## src/rtl/li_mc_pkg.sv

```systemverilog
// Shared widths for the multi-channel credit wrapper.
package li_mc_pkg;

    localparam int STAT_W = 16;

    function automatic int ch_width(input int num_ch);
        return ($clog2(num_ch) < 1) ? 1 : $clog2(num_ch);
    endfunction

    function automatic int credit_width(input int out_credits);
        return $clog2(out_credits + 1);
    endfunction

endpackage

```

## src/rtl/li_chan_fifo.sv

```systemverilog
// Per-channel FIFO, 2**FIFO_ADDR words, occupancy tracked by a FIFO_ADDR+1 bit count.
// Latency: a write is visible at rd_data the cycle after it lands; no write-to-read bypass.
// Backpressure: a write when full is dropped unless a read happens in the same cycle.
module li_chan_fifo #(
    parameter int DATA_WIDTH = 32,
    parameter int FIFO_ADDR  = 4
) (
    input  logic                  clock,
    input  logic                  reset,
    input  logic                  wr_en,
    input  logic [DATA_WIDTH-1:0] wr_data,
    input  logic                  rd_en,
    output logic [DATA_WIDTH-1:0] rd_data,
    output logic                  empty,
    output logic                  full
);

    localparam int DEPTH = 2 ** FIFO_ADDR;
    localparam logic [FIFO_ADDR:0] FULL_CNT = (FIFO_ADDR + 1)'(DEPTH);

    logic [DATA_WIDTH-1:0] mem [DEPTH];
    logic [FIFO_ADDR-1:0]  wr_ptr;
    logic [FIFO_ADDR-1:0]  rd_ptr;
    logic [FIFO_ADDR:0]    count;
    logic                  wr_ok;
    logic                  rd_ok;

    assign empty   = (count == '0);
    assign full    = (count == FULL_CNT);
    assign rd_ok   = rd_en && !empty;
    // A full FIFO still accepts a write when the head leaves in the same cycle.
    assign wr_ok   = wr_en && (!full || rd_ok);
    assign rd_data = mem[rd_ptr];

    always_ff @(posedge clock) begin
        if (wr_ok) begin
            mem[wr_ptr] <= wr_data;
        end
    end

    always_ff @(posedge clock or posedge reset) begin
        if (reset) begin
            wr_ptr <= '0;
            rd_ptr <= '0;
            count  <= '0;
        end else begin
            if (wr_ok) begin
                wr_ptr <= wr_ptr + 1'b1;
            end
            if (rd_ok) begin
                rd_ptr <= rd_ptr + 1'b1;
            end
            case ({wr_ok, rd_ok})
                2'b10:   count <= count + 1'b1;
                2'b01:   count <= count - 1'b1;
                default: count <= count;
            endcase
        end
    end

endmodule

```

## src/rtl/li_mc_credit_wrapper.sv

```systemverilog
// Merges NUM_CH buffered channels round-robin onto one credit-controlled output; LI_MC_STATS_EN adds stall counters.
// Latency: 2 cycles from i_valid to o_valid; one word per cycle sustained.
// Backpressure: issue stalls at zero downstream credits; writes to a full channel are dropped and flagged.
module li_mc_credit_wrapper
    import li_mc_pkg::*;
#(
    parameter  int DATA_WIDTH  = 32,
    parameter  int NUM_CH      = 4,
    parameter  int FIFO_ADDR   = 4,
    parameter  int OUT_CREDITS = 16,
    localparam int CH_W        = ch_width(NUM_CH)
) (
    input  logic                         clock,
    input  logic                         reset,
    input  logic [NUM_CH*DATA_WIDTH-1:0] i_data,
    input  logic [NUM_CH-1:0]            i_valid,
    output logic [NUM_CH-1:0]            o_increment_count,
    output logic [DATA_WIDTH-1:0]        o_data,
    output logic [CH_W-1:0]              o_ch,
    output logic                         o_valid,
    input  logic                         i_increment_count,
    output logic [NUM_CH-1:0]            o_overflow
`ifdef LI_MC_STATS_EN
    ,
    output logic [NUM_CH*STAT_W-1:0]     o_stall_cnt
`endif
);

    localparam int CR_W = credit_width(OUT_CREDITS);

    logic [DATA_WIDTH-1:0] fifo_rd_data [NUM_CH];
    logic [NUM_CH-1:0]     fifo_empty;
    logic [NUM_CH-1:0]     fifo_full;
    logic [NUM_CH-1:0]     pop;
    logic [CH_W-1:0]       last_grant;
    logic [CH_W-1:0]       grant_idx;
    logic                  grant_vld;
    logic [CR_W-1:0]       credits;
    logic [CH_W-1:0]       arb_cand;
    int                    arb_j;

    for (genvar c = 0; c < NUM_CH; c++) begin : g_ch
        li_chan_fifo #(
            .DATA_WIDTH (DATA_WIDTH),
            .FIFO_ADDR  (FIFO_ADDR)
        ) u_fifo (
            .clock   (clock),
            .reset   (reset),
            .wr_en   (i_valid[c]),
            .wr_data (i_data[c*DATA_WIDTH +: DATA_WIDTH]),
            .rd_en   (pop[c]),
            .rd_data (fifo_rd_data[c]),
            .empty   (fifo_empty[c]),
            .full    (fifo_full[c])
        );
    end

    // Search starts one past the previous winner so every busy channel gets a turn.
    always_comb begin
        grant_vld = 1'b0;
        grant_idx = '0;
        arb_j     = 0;
        arb_cand  = '0;
        pop       = '0;
        if (credits != '0) begin
            for (int i = 1; i <= NUM_CH; i++) begin
                arb_j = int'(last_grant) + i;
                if (arb_j >= NUM_CH) begin
                    arb_j = arb_j - NUM_CH;
                end
                arb_cand = CH_W'(arb_j);
                if (!grant_vld && !fifo_empty[arb_cand]) begin
                    grant_vld = 1'b1;
                    grant_idx = arb_cand;
                end
            end
        end
        if (grant_vld) begin
            pop[grant_idx] = 1'b1;
        end
    end

    always_ff @(posedge clock or posedge reset) begin
        if (reset) begin
            o_valid           <= 1'b0;
            o_data            <= '0;
            o_ch              <= '0;
            o_increment_count <= '0;
            o_overflow        <= '0;
            last_grant        <= CH_W'(NUM_CH - 1);
            credits           <= CR_W'(OUT_CREDITS);
        end else begin
            o_valid           <= grant_vld;
            o_increment_count <= pop;
            o_overflow        <= o_overflow | (i_valid & fifo_full & ~pop);
            if (grant_vld) begin
                o_data     <= fifo_rd_data[grant_idx];
                o_ch       <= grant_idx;
                last_grant <= grant_idx;
            end
            // Issue and return in the same cycle cancel; returns beyond the initial pool are ignored.
            if (grant_vld && !i_increment_count) begin
                credits <= credits - 1'b1;
            end else if (!grant_vld && i_increment_count && (credits < CR_W'(OUT_CREDITS))) begin
                credits <= credits + 1'b1;
            end
        end
    end

`ifdef LI_MC_STATS_EN
    logic [STAT_W-1:0] stall_cnt [NUM_CH];

    for (genvar c = 0; c < NUM_CH; c++) begin : g_stat
        always_ff @(posedge clock or posedge reset) begin
            if (reset) begin
                stall_cnt[c] <= '0;
            end else if (!fifo_empty[c] && !pop[c] && (stall_cnt[c] != '1)) begin
                stall_cnt[c] <= stall_cnt[c] + 1'b1;
            end
        end
        assign o_stall_cnt[c*STAT_W +: STAT_W] = stall_cnt[c];
    end
`else
    // Stall statistics are not built in this configuration.
`endif

endmodule

```

## config.mk

```make
export PLATFORM = sky130hd
export DESIGN_NAME = li_mc_credit_wrapper
export DESIGN_NICKNAME = d
export VERILOG_FILES = /design/src/rtl/li_mc_pkg.sv /design/src/rtl/li_chan_fifo.sv /design/src/rtl/li_mc_credit_wrapper.sv
export SDC_FILE = /design/constraint.sdc
export NUM_CORES = 2
export LEC_CHECK = 0
export ABC_AREA = 1
export CORE_UTILIZATION = 40
export CTS_BUF_LIST = sky130_fd_sc_hd__clkbuf_8
export DETAILED_ROUTE_END_ITERATION = 6
export GPL_TIMING_DRIVEN = 0
export SLEW_MARGIN = 20
export SYNTH_ARGS = -nofsm -noshare
export SYNTH_HDL_FRONTEND = slang
export SYNTH_SLANG_ARGS = --single-unit
export TNS_END_PERCENT = 50
```

## constraint.sdc

```tcl
create_clock -name clock -period 6.05 [get_ports clock]
set_input_delay 1.21 -clock clock [delete_from_list [all_inputs] [get_ports clock]]
set_output_delay 1.21 -clock clock [all_outputs]
set_load 0.02 [all_outputs]
```

==> impl_summary.log <==
INFO  metric postRouteAntennaNets = 0
INFO  metric timing.setup.tns = 0 ns
INFO  metric final_cell_count_no_fill = 10,600
INFO  metric die_area = between 0.2 and 0.25 mm^2
INFO  metric cts_hold_repair.buffers = 0
INFO  metric synth_top_flop_cell = sky130_fd_sc_hd__edfxtp_1
INFO  metric yosys_reg_bits = 2,150
INFO  metric drv_cap = 0
INFO  metric synth-warning-count = 0
INFO  metric htree_num_levels = 5
INFO  metric number_of_detailed_routing_iterations_run_before_antenna_repair = 6
INFO  metric clock_pin_transition_on_the_worst_setup_and_hold_timing_paths = 0.06 ns
INFO  metric reg2reg_slack = ~1.9 ns
INFO  metric hold_path_class = register to register
INFO  metric preCtsSetupSlack = ~1.9 ns
INFO  metric worst_slack = 1.89 ns
INFO  metric power_leakage = 35.4 nW
INFO  metric tritoncts = built
INFO  metric power_density_relative_to_cell_area = ~510 mW/mm^2
INFO  metric net_count_synth = between 7,000 and 8,000
INFO  metric maximum_number_of_pins_on_one_net_before_global_route_repair = 65
INFO  metric critPathMaxFanout = 10
INFO  metric placement_rows = 170
INFO  metric first_global_vias = 57,300
INFO  metric route.final.wire_length = roughly 270 mm
INFO  metric area_growth_syn_to_layout = 16.9%
INFO  metric place.detailed.hpwl = 183 mm
INFO  metric worstHoldEndpoint = g_ch[0].u_fifo.count[4]$_DFFE_PP0P_
INFO  metric worst_ep_arrival_time = 5.13 ns
INFO  metric drcViolationCount = 0
INFO  metric number_of_antenna_violations_at_the_first_check_in_global_routing = 29
INFO  metric rr_startpoint = last_grant[0]$_DFFE_PP1N_
INFO  metric synth.cell_area = 0.0867 mm^2
INFO  metric endpoint_kind = register
INFO  metric dr_wl_cell = roughly 25 um
INFO  metric die_wd = 468 um
INFO  metric cts_inserted_buffers = between 300 and 400
INFO  metric critical_path.reg2reg.endpoint = g_ch[2].u_fifo.count[4]$_DFFE_PP0P_
INFO  metric final_report_max_slew_violation_count = 0
INFO  metric globalplace.congestion = 0.909
INFO  metric worst_hold_path.num_cells = 1
INFO  metric initialDrtViolationCount = 7,617
INFO  metric clkLatencyLatePin = 1.11 ns
INFO  metric routed_via_density = 5.60
INFO  metric status = finished, final reports clean
INFO  metric post_route_cells_drive_above_1_share = 9.30%
INFO  metric setup-violations-final = 0
INFO  metric worstMarginPinSlew = 1.10 ns
INFO  metric dr_total_vias = 59,500
INFO  metric clockRootBuffer = sky130_fd_sc_hd__clkbuf_8
INFO  metric cp-start-kind = register
INFO  metric design.final.nets = between 7,000 and 8,000
INFO  metric fp.coreArea = 0.215 mm^2
INFO  metric synth.area.top_cells = sky130_fd_sc_hd__edfxtp_1 71%, sky130_fd_sc_hd__o21ai_0 4.9%, sky130_fd_sc_hd__nand2_1 4.7%
INFO  metric skew = 0.0869 ns
INFO  metric post_synth.cell_area_avg = 12.6 um^2
INFO  metric min_clock_period_post_route = 4.16 ns
INFO  metric start_util = 40.3%
INFO  metric timing_hold_violations_final = 0
INFO  metric yosys.cell_count.top_type = sky130_fd_sc_hd__edfxtp_1
INFO  metric r2r.worst_path.cells = 23
INFO  metric clock_sink_count = 2,150
INFO  metric crit_type = register to register
INFO  metric period_share = 68.8%
INFO  metric netlist_top_cells_count = 2,048 x sky130_fd_sc_hd__edfxtp_1, 1,084 x sky130_fd_sc_hd__nand2_1, 857 x sky130_fd_sc_hd__o21ai_0
INFO  metric synthCells = 6,891
INFO  metric post_cts_gate_resize_count = 0
INFO  metric synth-async-reset-ratio = under 10%
INFO  metric grt_pass1_wl = 387 mm
INFO  metric ys_seq_area_share = 73.9%
INFO  metric yosys.cell_types.count = between 40 and 50
INFO  metric min_delay_startpoint = g_ch[0].u_fifo.count[4]$_DFFE_PP0P_
INFO  metric nFillCells = 19,000
INFO  metric setup_repair_after_global_routing_missed_its_margin = no
INFO  metric synth_largest_area_cell = sky130_fd_sc_hd__edfxtp_1
INFO  metric clock_tree_buffer_depth = 4
INFO  metric synth-edff-count = 2,048
INFO  metric dpl.cell_count = 9,992
INFO  metric worstPathRequired = 7.02 ns
INFO  metric design.portCount = ~180
INFO  metric synth_top_area_share = a little under three quarters
INFO  metric maxClockFrequency = 240 MHz
INFO  metric slew_headroom = between 20% and 30%
INFO  metric global_router_s_overall_resource_usage = roughly a quarter
INFO  metric fp.dieH = 468 um
INFO  metric worst_ir_drop_vdd = 0.346 mV
INFO  metric post_cts.repair.setup_buffers = 0
INFO  metric overflow = 0
INFO  metric port_buffers = 177
## kinds of logic after synthesis
kind of cell / Yosys count / synth area share [%]
AOI/OAI and AO/OA: 1655 / 10.6
xor gates and xnor gates: 29 / 0.302
adders and majority gates: 44 / 0.678
buffers and inverters: 681 / 3.11
DFF: 2150 / 73.9
muxes: 94 / 1.09
and+or+nand+nor: 2238 / 10.3
## worst max-delay path, stage by stage, from the launching register on
cell and delay, ns:
sky130_fd_sc_hd__dfstp_2 0.52, sky130_fd_sc_hd__buf_6 0.14, sky130_fd_sc_hd__inv_2 0.09, sky130_fd_sc_hd__nand4_1 0.14, sky130_fd_sc_hd__nand2_1 0.10, sky130_fd_sc_hd__nand2_1 0.10
sky130_fd_sc_hd__nand2_2 0.10, sky130_fd_sc_hd__nand3_2 0.12, sky130_fd_sc_hd__nor2_4 0.06, sky130_fd_sc_hd__nor2_8 0.18, sky130_fd_sc_hd__nand2_4 0.17, sky130_fd_sc_hd__nand3_2 0.22
sky130_fd_sc_hd__nand2_2 0.12, sky130_fd_sc_hd__nand2_1 0.12, sky130_fd_sc_hd__buf_2 0.46, sky130_fd_sc_hd__ha_1 0.35, sky130_fd_sc_hd__inv_1 0.11, sky130_fd_sc_hd__fa_1 0.39
sky130_fd_sc_hd__nor2_1 0.12, sky130_fd_sc_hd__a211oi_1 0.06, sky130_fd_sc_hd__nand2_1 0.06, sky130_fd_sc_hd__nand2_1 0.04, sky130_fd_sc_hd__nor2_1 0.11, sky130_fd_sc_hd__xor2_1 0.16
## placed cells by master, fill, tap and decap left out, types with 10 or more instances in the layout
| master | count |
|---|---|
| sky130_fd_sc_hd__a21boi_0 | 47 |
| sky130_fd_sc_hd__a21oi_1 | 260 |
| sky130_fd_sc_hd__buf_1 | 33 |
| sky130_fd_sc_hd__buf_12 | 31 |
| sky130_fd_sc_hd__buf_16 | 50 |
| sky130_fd_sc_hd__buf_2 | 54 |
| sky130_fd_sc_hd__bufinv_16 | 14 |
| sky130_fd_sc_hd__clkbuf_1 | 335 |
| sky130_fd_sc_hd__clkbuf_8 | 388 |
| sky130_fd_sc_hd__clkdlybuf4s50_1 | 177 |
| sky130_fd_sc_hd__clkinv_1 | 76 |
| sky130_fd_sc_hd__clkinv_2 | 26 |
| sky130_fd_sc_hd__dfrtp_1 | 99 |
| sky130_fd_sc_hd__diode_2 | 15 |
| sky130_fd_sc_hd__edfxtp_1 | 2048 |
| sky130_fd_sc_hd__ha_1 | 39 |
| sky130_fd_sc_hd__inv_1 | 353 |
| sky130_fd_sc_hd__mux2i_1 | 94 |
| sky130_fd_sc_hd__nand2_1 | 1084 |
| sky130_fd_sc_hd__nand2_2 | 10 |
| sky130_fd_sc_hd__nand3_1 | 222 |
| sky130_fd_sc_hd__nand4_1 | 10 |
| sky130_fd_sc_hd__nor2_1 | 784 |
| sky130_fd_sc_hd__nor2_4 | 67 |
| sky130_fd_sc_hd__nor3_1 | 22 |
| sky130_fd_sc_hd__o211ai_1 | 54 |
| sky130_fd_sc_hd__o21ai_0 | 854 |
| sky130_fd_sc_hd__o221ai_1 | 37 |
| sky130_fd_sc_hd__o22ai_1 | 375 |
| sky130_fd_sc_hd__or2_2 | 30 |
| sky130_fd_sc_hd__xor2_1 | 24 |
## layer usage
metal / up-vias / GRT usage, % / routed length (um)
met1: 29500 / 32.3 / 108000
met4: 32 / 12.1 / 13600
met3: 629 / 4.78 / 24400
met5: - / 0 / 195
li1: 26300 / - / -
met2: 3069 / 37.9 / 124000
## state kept, by name, indices dropped and copies added (netlist names), 4 cells and up
signal,count
g_ch.u_fifo.count,20
g_ch.u_fifo.mem,2048
o_data,32
g_ch.u_fifo.rd_ptr,16
g_ch.u_fifo.wr_ptr,16
credits,5
o_overflow,4
o_increment_count,4
## metrics by stage
step | area (um^2) | total power [mW] | hold WS, ns | utilization, %
global route | 101000 | 54.2 | 0.489 | 47.1
global placement | 92000 | 38.8 | 0.456 | 42.8
CTS | 101000 | 51.7 | 0.468 | 47.1
finish | 101000 | 52.0 | 0.467 | 47.1
floorplan | 86700 | 30.2 | 0.442 | -
detailed placement | 94500 | 39.5 | 0.456 | 44.0
## power breakdown
group	switching (mW)	internal [mW]	total (mW)
clock	5.83	6.49	12.3
sequential	0.709	17.9	18.6
combinational	15.4	5.62	21.0
total	21.9	30.0	52.0
## cell type report
class | count | area (um^2) | area share, %
buffer | 434 | 1770 | 1.75
tap | 2838 | 3550 | 3.51
timing repair buffer | 263 | 3840 | 3.79
multi-input combinational | 4060 | 20400 | 20.1
clock buffer | 388 | 5340 | 5.27
antenna | 15 | 37.5 | 0.0371
clock inverter | 242 | 1380 | 1.36
inverter | 247 | 932 | 0.920
sequential | 2150 | 64100 | 63.2
## how the worst max path moves through the flow
stage,startpoint,end,cells past startpoint
final,last_grant[0]$_DFFE_PP1N_,g_ch[2].u_fifo.count[4]$_DFFE_PP0P_,23
after global routing,last_grant[0]$_DFFE_PP1N_,g_ch[2].u_fifo.count[4]$_DFFE_PP0P_,23
after CTS,last_grant[0]$_DFFE_PP1N_,g_ch[2].u_fifo.count[4]$_DFFE_PP0P_,22
after detailed placement,last_grant[0]$_DFFE_PP1N_,g_ch[2].u_fifo.count[4]$_DFFE_PP0P_,22
after global placement,reset,g_ch[2].u_fifo.rd_ptr[2]$_DFFE_PP0P_,2
after floorplan,reset,credits[0]$_DFFE_PP0P_,1
Note: power is estimated with default switching activity, not from simulation.
